## src/rtl/video_pll_ctrl.sv

```systemverilog
// Reset/lock sequencer for the video PLL, clocked from the free-running board clock.
// Pulses the PLL reset, qualifies a synchronised lock and gates the video-domain reset.
module video_pll_ctrl #(
  parameter int RST_CYCLES   = 16,
  parameter int LOCK_STABLE  = 1024,
  parameter int LOCK_TIMEOUT = 65536,
  parameter int RETRY_MAX    = 3
) (
  input  logic       sys_clk,
  input  logic       sys_rst_n,
  input  logic       pll_lock,
  input  logic       relock_req,
  output logic       pll_rst,
  output logic       video_rst_n,
  output logic       pll_ready,
  output logic       pll_fail,
  output logic [2:0] ctrl_state,
  output logic [7:0] lock_lost_cnt
);

  localparam int MAX_AB   = (RST_CYCLES > LOCK_STABLE) ? RST_CYCLES : LOCK_STABLE;
  localparam int MAX_TERM = (MAX_AB > LOCK_TIMEOUT) ? MAX_AB : LOCK_TIMEOUT;
  localparam int CNT_W    = (MAX_TERM > 1) ? $clog2(MAX_TERM) : 1;
  localparam int RTY_W    = $clog2(RETRY_MAX + 1);

  localparam logic [CNT_W-1:0] RST_LAST = CNT_W'(RST_CYCLES - 1);
  localparam logic [CNT_W-1:0] STB_LAST = CNT_W'(LOCK_STABLE - 1);
  localparam logic [CNT_W-1:0] TMO_LAST = CNT_W'(LOCK_TIMEOUT - 1);
  localparam logic [RTY_W-1:0] RTY_LIM  = RTY_W'(RETRY_MAX);

  typedef enum logic [2:0] {
    ST_PRST   = 3'd0,
    ST_WAIT   = 3'd1,
    ST_STABLE = 3'd2,
    ST_RUN    = 3'd3,
    ST_FAIL   = 3'd4
  } state_t;

  state_t           state, state_nxt;
  logic [CNT_W-1:0] cnt, cnt_nxt;
  logic [RTY_W-1:0] retry_cnt, retry_nxt, retry_inc;
  logic [7:0]       lost_nxt;
  logic             lock_p0, lock_s;

  function automatic logic [7:0] sat_inc8(input logic [7:0] v);
    return (v == 8'hFF) ? v : v + 8'd1;
  endfunction

  assign retry_inc  = retry_cnt + RTY_W'(1);
  assign ctrl_state = state;

  always_comb begin
    state_nxt = state;
    cnt_nxt   = cnt;
    retry_nxt = retry_cnt;
    lost_nxt  = lock_lost_cnt;
    if (relock_req) begin
      // a lock loss coinciding with a relock request is still counted
      state_nxt = ST_PRST;
      cnt_nxt   = '0;
      retry_nxt = '0;
      if (state == ST_RUN && !lock_s) lost_nxt = sat_inc8(lock_lost_cnt);
    end else begin
      case (state)
        ST_PRST: begin
          if (cnt == RST_LAST) begin
            state_nxt = ST_WAIT;
            cnt_nxt   = '0;
          end else begin
            cnt_nxt = cnt + CNT_W'(1);
          end
        end
        ST_WAIT: begin
          if (lock_s) begin
            state_nxt = ST_STABLE;
            cnt_nxt   = '0;
          end else if (cnt == TMO_LAST) begin
            cnt_nxt   = '0;
            retry_nxt = retry_inc;
            state_nxt = (retry_inc == RTY_LIM) ? ST_FAIL : ST_PRST;
          end else begin
            cnt_nxt = cnt + CNT_W'(1);
          end
        end
        ST_STABLE: begin
          // a drop on the terminal cycle still falls back to WAIT
          if (!lock_s) begin
            state_nxt = ST_WAIT;
            cnt_nxt   = '0;
          end else if (cnt == STB_LAST) begin
            state_nxt = ST_RUN;
            cnt_nxt   = '0;
            retry_nxt = '0;
          end else begin
            cnt_nxt = cnt + CNT_W'(1);
          end
        end
        ST_RUN: begin
          if (!lock_s) begin
            state_nxt = ST_PRST;
            cnt_nxt   = '0;
            lost_nxt  = sat_inc8(lock_lost_cnt);
          end
        end
        ST_FAIL: begin
          state_nxt = ST_FAIL;
        end
        default: begin
          state_nxt = ST_PRST;
          cnt_nxt   = '0;
          retry_nxt = '0;
        end
      endcase
    end
  end

  // lock synchroniser stage and state/output registers; outputs decode the next state
  always_ff @(posedge sys_clk) begin
    if (!sys_rst_n) begin
      lock_p0       <= 1'b0;
      lock_s        <= 1'b0;
      state         <= ST_PRST;
      cnt           <= '0;
      retry_cnt     <= '0;
      lock_lost_cnt <= 8'd0;
      pll_rst       <= 1'b1;
      video_rst_n   <= 1'b0;
      pll_ready     <= 1'b0;
      pll_fail      <= 1'b0;
    end else begin
      lock_p0       <= pll_lock;
      lock_s        <= lock_p0;
      state         <= state_nxt;
      cnt           <= cnt_nxt;
      retry_cnt     <= retry_nxt;
      lock_lost_cnt <= lost_nxt;
      pll_rst       <= (state_nxt == ST_PRST);
      video_rst_n   <= (state_nxt == ST_RUN);
      pll_ready     <= (state_nxt == ST_RUN);
      pll_fail      <= (state_nxt == ST_FAIL);
    end
  end

endmodule

```

## config.mk

```make
export PLATFORM = sky130hd
export DESIGN_NAME = video_pll_ctrl
export DESIGN_NICKNAME = d
export VERILOG_FILES = /design/src/rtl/video_pll_ctrl.sv
export SDC_FILE = /design/constraint.sdc
export NUM_CORES = 1
export LEC_CHECK = 0
export ABC_CLOCK_PERIOD_IN_PS = 2150
export BUFFER_PORTS_ARGS = -buffer_cell sky130_fd_sc_hd__buf_2
export CAP_MARGIN = 20
export CORE_MARGIN = 3
export CORE_UTILIZATION = 39
export DETAILED_ROUTE_END_ITERATION = 8
export PLACE_DENSITY = 0.6
export SYNTH_ARGS = -nofsm -noshare
export SYNTH_HDL_FRONTEND = slang
export SYNTH_SLANG_ARGS = --single-unit
```

## constraint.sdc

```tcl
create_clock -name sys_clk -period 2.15 [get_ports sys_clk]
set_input_delay 0.1075 -clock sys_clk [delete_from_list [all_inputs] [get_ports sys_clk]]
set_output_delay 0.1075 -clock sys_clk [all_outputs]
set_load 0.02 [all_outputs]
```

### Word level (Yosys, flattened, before mapping)

Index checks and enable logic that the tools add are counted.

* input port bits: 4
* bits in registers: 34
* logic and storage cells: 69
* output and inout bits: 15

* eq/ne operators: 18
* mux-type cells: 26
* bitwise logic cells: 3
* reduce and logical (&&, ||, !) cells: 10
* add/sub/neg operators: 3

Operators by type and width (count)
* 16-bit two-way mux: 6
* 16-bit case mux with 5 select lines: 1
* 8-bit two-way mux: 5
* 3-bit two-way mux: 8
* 16-bit by 1-bit adder with 16-bit output (second input constant): 1
* 16-bit by 10-bit equality test with 1-bit output (second input constant): 1
* 16-bit equality test (second input constant): 1
* 16-bit by 4-bit equality test with 1-bit output (second input constant): 1
* 3-bit case mux with 5 select lines: 1
* 2-bit != test (second input constant): 6
* 3-bit by 2-bit equality test with 1-bit output (second input constant): 3
* 8-bit by 1-bit adder with 8-bit output (second input constant): 1
* 8-bit equality test (second input constant): 1
* 2-bit two-way mux: 4
* 3-bit equality test (second input constant): 2
* 3-bit logical NOT: 2
* 2-bit case mux with 3 select lines: 1
* 5-bit AND reduction: 1
* 3-bit by 1-bit equality test with 1-bit output (second input constant): 1
* 1-bit NOT: 3
* 3-bit AND reduction: 1
* 3-bit OR reduction: 1
* 2-bit by 1-bit adder with 2-bit output (second input constant): 1
* 2-bit equality test (second input constant): 1
* other kinds (6): 6

### Depth between registers and ports, before layout

Gate-level depths: netlist of the first run.

* depth in word-level cells: 8
* mapped depth: 7
* depth with buffers taken out: 6

### Worst setup path before layout of the first run

No wires, ideal clock.

* path type: flip-flop to flip-flop
* start point: register cnt[0]
* end point: register cnt[14]
* data arrival time: 1.651 ns
* required time: 2.015 ns
* slack: 0.364 ns
* stages on the path, launching flop included: 8
* path buffers: 1
* path through: dfxtp_1 -> ha_1 -> nand3_2 -> nor4_4 -> o22ai_2 -> buf_6 -> o22ai_1 -> a21oi_1

* longest elaborated chain between the ends: 4
* elaborated cells on any way between the ends: 10
* classes of those cells: add/sub: 1; eq/ne: 3; mux: 6

RTL lines
* start, declared: line 40 `logic [CNT_W-1:0] cnt, cnt_nxt;`
* start signal, assigned: line 134 `cnt <= cnt_nxt;`
* 16-bit by 1-bit adder with 16-bit output (tied with other cells): line 70, 82, 95
* 16-bit two-way mux, on equally long branches: line 90, 77
* 16-bit two-way mux, on equally long branches: line 87, 74
* 16-bit case mux with 5 select lines *: line 64 `case (state)`

Every way passes the cells marked *; elsewhere a longest branch is shown, timed or not.
A chain may end at the register's enable or synchronous reset.

### Worst setup path in the final report of the first run

* start point: register cnt[0]
* end point: register cnt[9]

The elaborated chain is that of the path after synthesis.

==> metrics, run 1 <==
initial DRC count 131; total CTS buffers 5; startpoint types flip-flop; Req. time, crit path approximately 2300 ps; Final Skew between 10 and 15 ps; grt ovf 0; WHS between 20 and 30 ps; Final Hold Viols 0; Syn Area/Cell a little under 9 um^2; area grow syn2layout 12.5%; Pleak roughly 0.86 nW; Cells after Synth 226; Longest Clk Path Bufs 2; status complete, no violations; Area after DPL between 2000 and 2500 um^2; DIE WIDTH between 70 and 80 um; Crit path buffers/inverters 0; core area around 4800 um^2; CP Capture Type flip-flop; Diodes inserted 0; Cell Area, Synth 1990 um^2; Wirelength per Cell 14.6 um; CTS tree built; crit path kind flip-flop to flip-flop; Non-Filler Instances 310; Slowest-stage cell, CP dfxtp_1; Commonest cells post-synth dfxtp_1, nand2_1, and2_1, nand3_1, nor3_1; Util after Layout 0.465; Worst Setup Slack, final roughly 170 ps; largest net degree at the start of global routing 15; latest clock arrival within the worst-skew pair 290 ps; DR vias 1747; cell taking the most area after synthesis dfxtp_1; Power Dens Cells 559 nW/um^2; Mapped Nets 233; sequential element share of the synthesized area 0.342; Synth top area share 0.342; global-route wire length before repair around 8.0 mm; I/O Buffers 18; # Post-CTS Setup Buffers 0; DRC 0; Hold Buf Count CTS 0; 1st-pass router iterations 4; unrepaired setup endpoints after global routing false; Yosys cell types 60; Post-DP HPWL 3.30 mm; Layout Nets 249; slew margin rel. 0.687; yosys warns 0; Critical Path AT 2160 ps; I/O pin cnt 19; worst stage delay on the critical path 360 ps; crit share post-route 0.923; clock sinks 34; Place WS roughly 130 ps; final setup violating endpoints 0; Synth Flop Type dfxtp_1; Least-Margin Pin Slew 468 ps; GP Congestion 0.846; CP top delay family simple AND/OR/NAND/NOR gates; Total GRT Usage 0.162; Post-synth EDFFs 0; critical path peak fanout 11; Max H-tree Level 2; Die ar. 6000 um^2; Critical Path, Cell by Cell ha_1 > and4b_1 > and4_1 > nor2_4 > nor2_4 > o41ai_1; layout cells sized above 1 0.230; vias in the first global route 1698; Final ANT Viol Nets 0; Synth Register Bits 34; final instance area 2240 um^2; Synth area leaders dfxtp_1, and2_1, nand2_1, nand3_1, nor3_1; Pwr Total ~1.3 mW; Initial Utilization 0.413; Slew Viols, Final 0; post-cts gate resize count 0; most frequent cell after synthesis dfxtp_1; Post-Place Cells 302; Final TNS setup 0 ps; vias per cell 5.64; fin crit period 1980 ps; CP dominant cell by count nor2_4; die height 77.4 um; Worst-path clk slew ~80 ps; root buf cell clkbuf_8; MaxCap Viol Count 0; initial antenna violation count 0; fmax 504 MHz; type of the tightest min-delay check input port to flip-flop; Worst VDD drop 0.318 mV; Rows 25; ys async rst share 0; final WL roughly 4.5 mm
## area by class of cell
class	count	area (um^2)
fillers	491	2580
multi-input cells	171	1200
flip-flops and latches	34	681
repair buffers	24	135
well taps	67	83.8
clock buffers	5	68.8
clock inverters	3	45.0
inverters	6	22.5
## routing by layer
metal  global-route usage  part of all wire
met4               0.0498             0.014
met2                0.258              0.47
met5                    0                 0
met3               0.0336             0.040
met1                0.220              0.48
## power breakdown
part | leakage, nW | internal (mW) | switching, mW
clock network | 0.0504 | 0.345 | 0.243
registers | 0.275 | 0.633 | 0.00374
logic | 0.531 | 0.0100 | 0.0168
## worst reg2reg max path, cell delays in order (launching register included)
cell and delay (ps):
dfxtp_1 360, ha_1 270, and4b_1 250, and4_1 250
nor2_4 320, nor2_4 80, o41ai_1 350
## placed cells by master (no fill, tap or decap), types with 3 or more instances in the layout
master,netlist,final
a21oi_1,4,4
a31o_2,3,3
a31oi_1,7,7
and2_1,12,12
and4_1,3,3
buf_2,5,18
buf_4,4,6
clkbuf_8,0,5
dfxtp_1,34,34
ha_1,3,3
inv_1,6,6
mux2i_1,3,3
nand2_1,18,18
nand2b_1,3,3
nand3_1,12,12
nand4_1,7,7
nor2_1,9,9
nor2b_1,5,5
nor3_1,11,11
nor4_1,6,6
o21ai_0,4,4
o22ai_1,6,6
o32ai_1,3,3
o41ai_1,3,3
xor2_1,5,5
## sequential cells by signal, summed over array words and instances, names as in the netlist
name and count:
pll_rst 1, cnt 16, pll_fail 1, lock_s 1, retry_cnt 2, ctrl_state 3
lock_p0 1, pll_ready 1, lock_lost_cnt 8
## logic make-up (layout without fill, tap and decap cells)
family                   after synthesis  after routing  synth area share
buffers and inverters                 21             38            0.0541
adder cells (fa/ha/maj)                3              3            0.0189
multiplexers                           3              3            0.0151
AND/OR/NAND/NOR                      111            111             0.354
flip-flops                            34             34             0.342
AO/OA/AOI/OAI                         48             48             0.190
XOR/XNOR                               6              6            0.0264
## final timing paths
| check | startpoint | end | slack [ps] | cells past startpoint |
|---|---|---|---|---|
| min reg2reg | lock_p0$_SDFF_PN0_ | lock_s$_SDFF_PN0_ | 460 | 1 |
| max | cnt[0]$_SDFFE_PP0P_ | cnt[9]$_SDFFE_PP0P_ | 170 | 6 |
| max reg2reg | cnt[0]$_SDFFE_PP0P_ | cnt[9]$_SDFFE_PP0P_ | 170 | 6 |
| min | pll_lock | lock_p0$_SDFF_PN0_ | 30 | 2 |
(Power assumes the default switching activity.)
==> run 2: changes to the inputs <==
==> config.mk (replaced) <==
export PLATFORM = sky130hd
export DESIGN_NAME = video_pll_ctrl
export DESIGN_NICKNAME = d
export VERILOG_FILES = /design/src/rtl/video_pll_ctrl.sv
export SDC_FILE = /design/constraint.sdc
export NUM_CORES = 1
export LEC_CHECK = 0
export ABC_CLOCK_PERIOD_IN_PS = 2300
export BUFFER_PORTS_ARGS = -buffer_cell sky130_fd_sc_hd__buf_2
export CAP_MARGIN = 20
export CORE_MARGIN = 3
export CORE_UTILIZATION = 43
export DETAILED_ROUTE_END_ITERATION = 8
export PLACE_DENSITY = 0.65
export SYNTH_ARGS = -nofsm -noshare
export SYNTH_HDL_FRONTEND = slang
export SYNTH_SLANG_ARGS = --single-unit
==> constraint.sdc (replaced) <==
create_clock -name sys_clk -period 2.3 [get_ports sys_clk]
set_input_delay 0.115 -clock sys_clk [delete_from_list [all_inputs] [get_ports sys_clk]]
set_output_delay 0.115 -clock sys_clk [all_outputs]
set_load 0.02 [all_outputs]
==> metrics, run 2 (synthesis results as in run 1) <==
status complete, no violations; crit path kind flip-flop to flip-flop; DRC 0; Least-Margin Pin Slew 551 ps; CTS tree built; most common cell after layout, fill and taps aside dfxtp_1; grt ovf 0; Total GRT Usage 0.175; Pleak 0.842 nW; slew margin rel. 0.629; type of the tightest min-delay check input port to flip-flop; initial antenna violation count 0; Worst VDD drop 0.292 mV; Slew Viols, Final 0; final setup violating endpoints 0; Longest Clk Path Bufs 2; 1st-pass router iterations 4; final WL 4.33 mm; # Post-CTS Setup Buffers 0; Req. time, crit path 2440 ps; total CTS buffers 5; layout cells sized above 1 0.220; WHS around 34 ps; root buf cell clkbuf_8; vias in the first global route 1557; Largest register FFs 16; fin crit period 2090 ps; Post-DP HPWL approximately 3.1 mm; Power Dens Cells 495 nW/um^2; Die ar. 5480 um^2; largest reg by FF count cnt; critical path peak fanout 11; unrepaired setup endpoints after global routing false; largest net degree at the start of global routing 15; CP Capture Type flip-flop; DRT met1 WL roughly 2.1 mm; startpoint types flip-flop; Worst-path clk slew 70 ps; fmax 479 MHz; Max H-tree Level 2; DIE WIDTH 74.0 um; Rows 24; Initial Utilization 0.451; Final ANT Viol Nets 0; Diodes inserted 0; commonest non-fill, non-tap cells in the layout dfxtp_1, nand2_1, buf_2; I/O Buffers 18; Critical Path AT 2230 ps; Final Hold Viols 0; global-route wire length before repair 7.45 mm; Final TNS setup 0 ps; DR vias 1743; met2 WL between 1.5 and 2 mm; area grow syn2layout 9.81%; Hold Buf Count CTS 0; initial DRC count between 150 and 200; latest clock arrival within the worst-skew pair 290 ps; vias per cell 5.95; core area between 4000 and 5000 um^2; uppermost layer routed met4; crit share post-route 0.908; die height about 74 um; Layout Nets 247; post-cts gate resize count 0; clock sinks 34; Met3 Routed Length 209 um; I/O pin cnt 19; Final Skew just under 9 ps; GP Congestion ~0.9; MaxCap Viol Count 0; Wirelength per Cell 14.8 um
==> run 2: power by group <==
part / leakage [nW] / switching (mW) / total (mW) / internal, mW
registers: 0.275 / 0.00331 / 0.595 / 0.592
logic: 0.521 / 0.0149 / 0.0232 / 0.00824
clock network: 0.0472 / 0.222 / 0.463 / 0.241
==> run 2: stage by stage <==
step | utilization | cell area, um^2 | setup slack, ps | power, mW | cells
6_report | 0.495 | 2190 | 212 | 1.08 | 293
5_1_grt | 0.495 | 2190 | 121 | 1.13 | 293
3_5_place_dp | 0.474 | 2090 | 278 | 0.632 | 285
3_3_place_gp | 0.474 | 2090 | 344 | 0.632 | 285
2_1_floorplan | - | 1990 | 514 | 0.623 | 226
4_1_cts | 0.495 | 2190 | 227 | 1.10 | 293
==> run 2: path summary, 6_finish.rpt <==
check                              to           startpoint  cells past startpoint  slack, ps
hold reg to reg     lock_s$_SDFF_PN0_   lock_p0$_SDFF_PN0_                      1        450
setup / recovery  cnt[6]$_SDFFE_PP0P_  cnt[0]$_SDFFE_PP0P_                      6        210
hold / removal     lock_p0$_SDFF_PN0_             pll_lock                      2         30
setup reg to reg  cnt[6]$_SDFFE_PP0P_  cnt[0]$_SDFFE_PP0P_                      6        210
==> run 2: area by class of cell <==
cell class	instances	area [um^2]
fillers	431	2230
multi-input cells	171	1200
flip-flops and latches	34	681
repair buffers	22	120
clock buffers	6	82.6
well taps	52	65.1
inverters	6	22.5
clock inverters	2	12.5
==> run 2: metal layers <==
layer / GRT usage / up-vias
met5: 0 / -
met4: 0.0724 / 0
met3: 0.0405 / 9
met2: 0.256 / 37
met1: 0.247 / 814
li1: - / 883
==> run 2: critical path, cell delays in order, from the launching register on <==
cell and delay, ps:
dfxtp_1 350, ha_1 270, and4b_1 260, and4_1 250, nor2_4 330, nor3_4 100
a2111oi_0 390
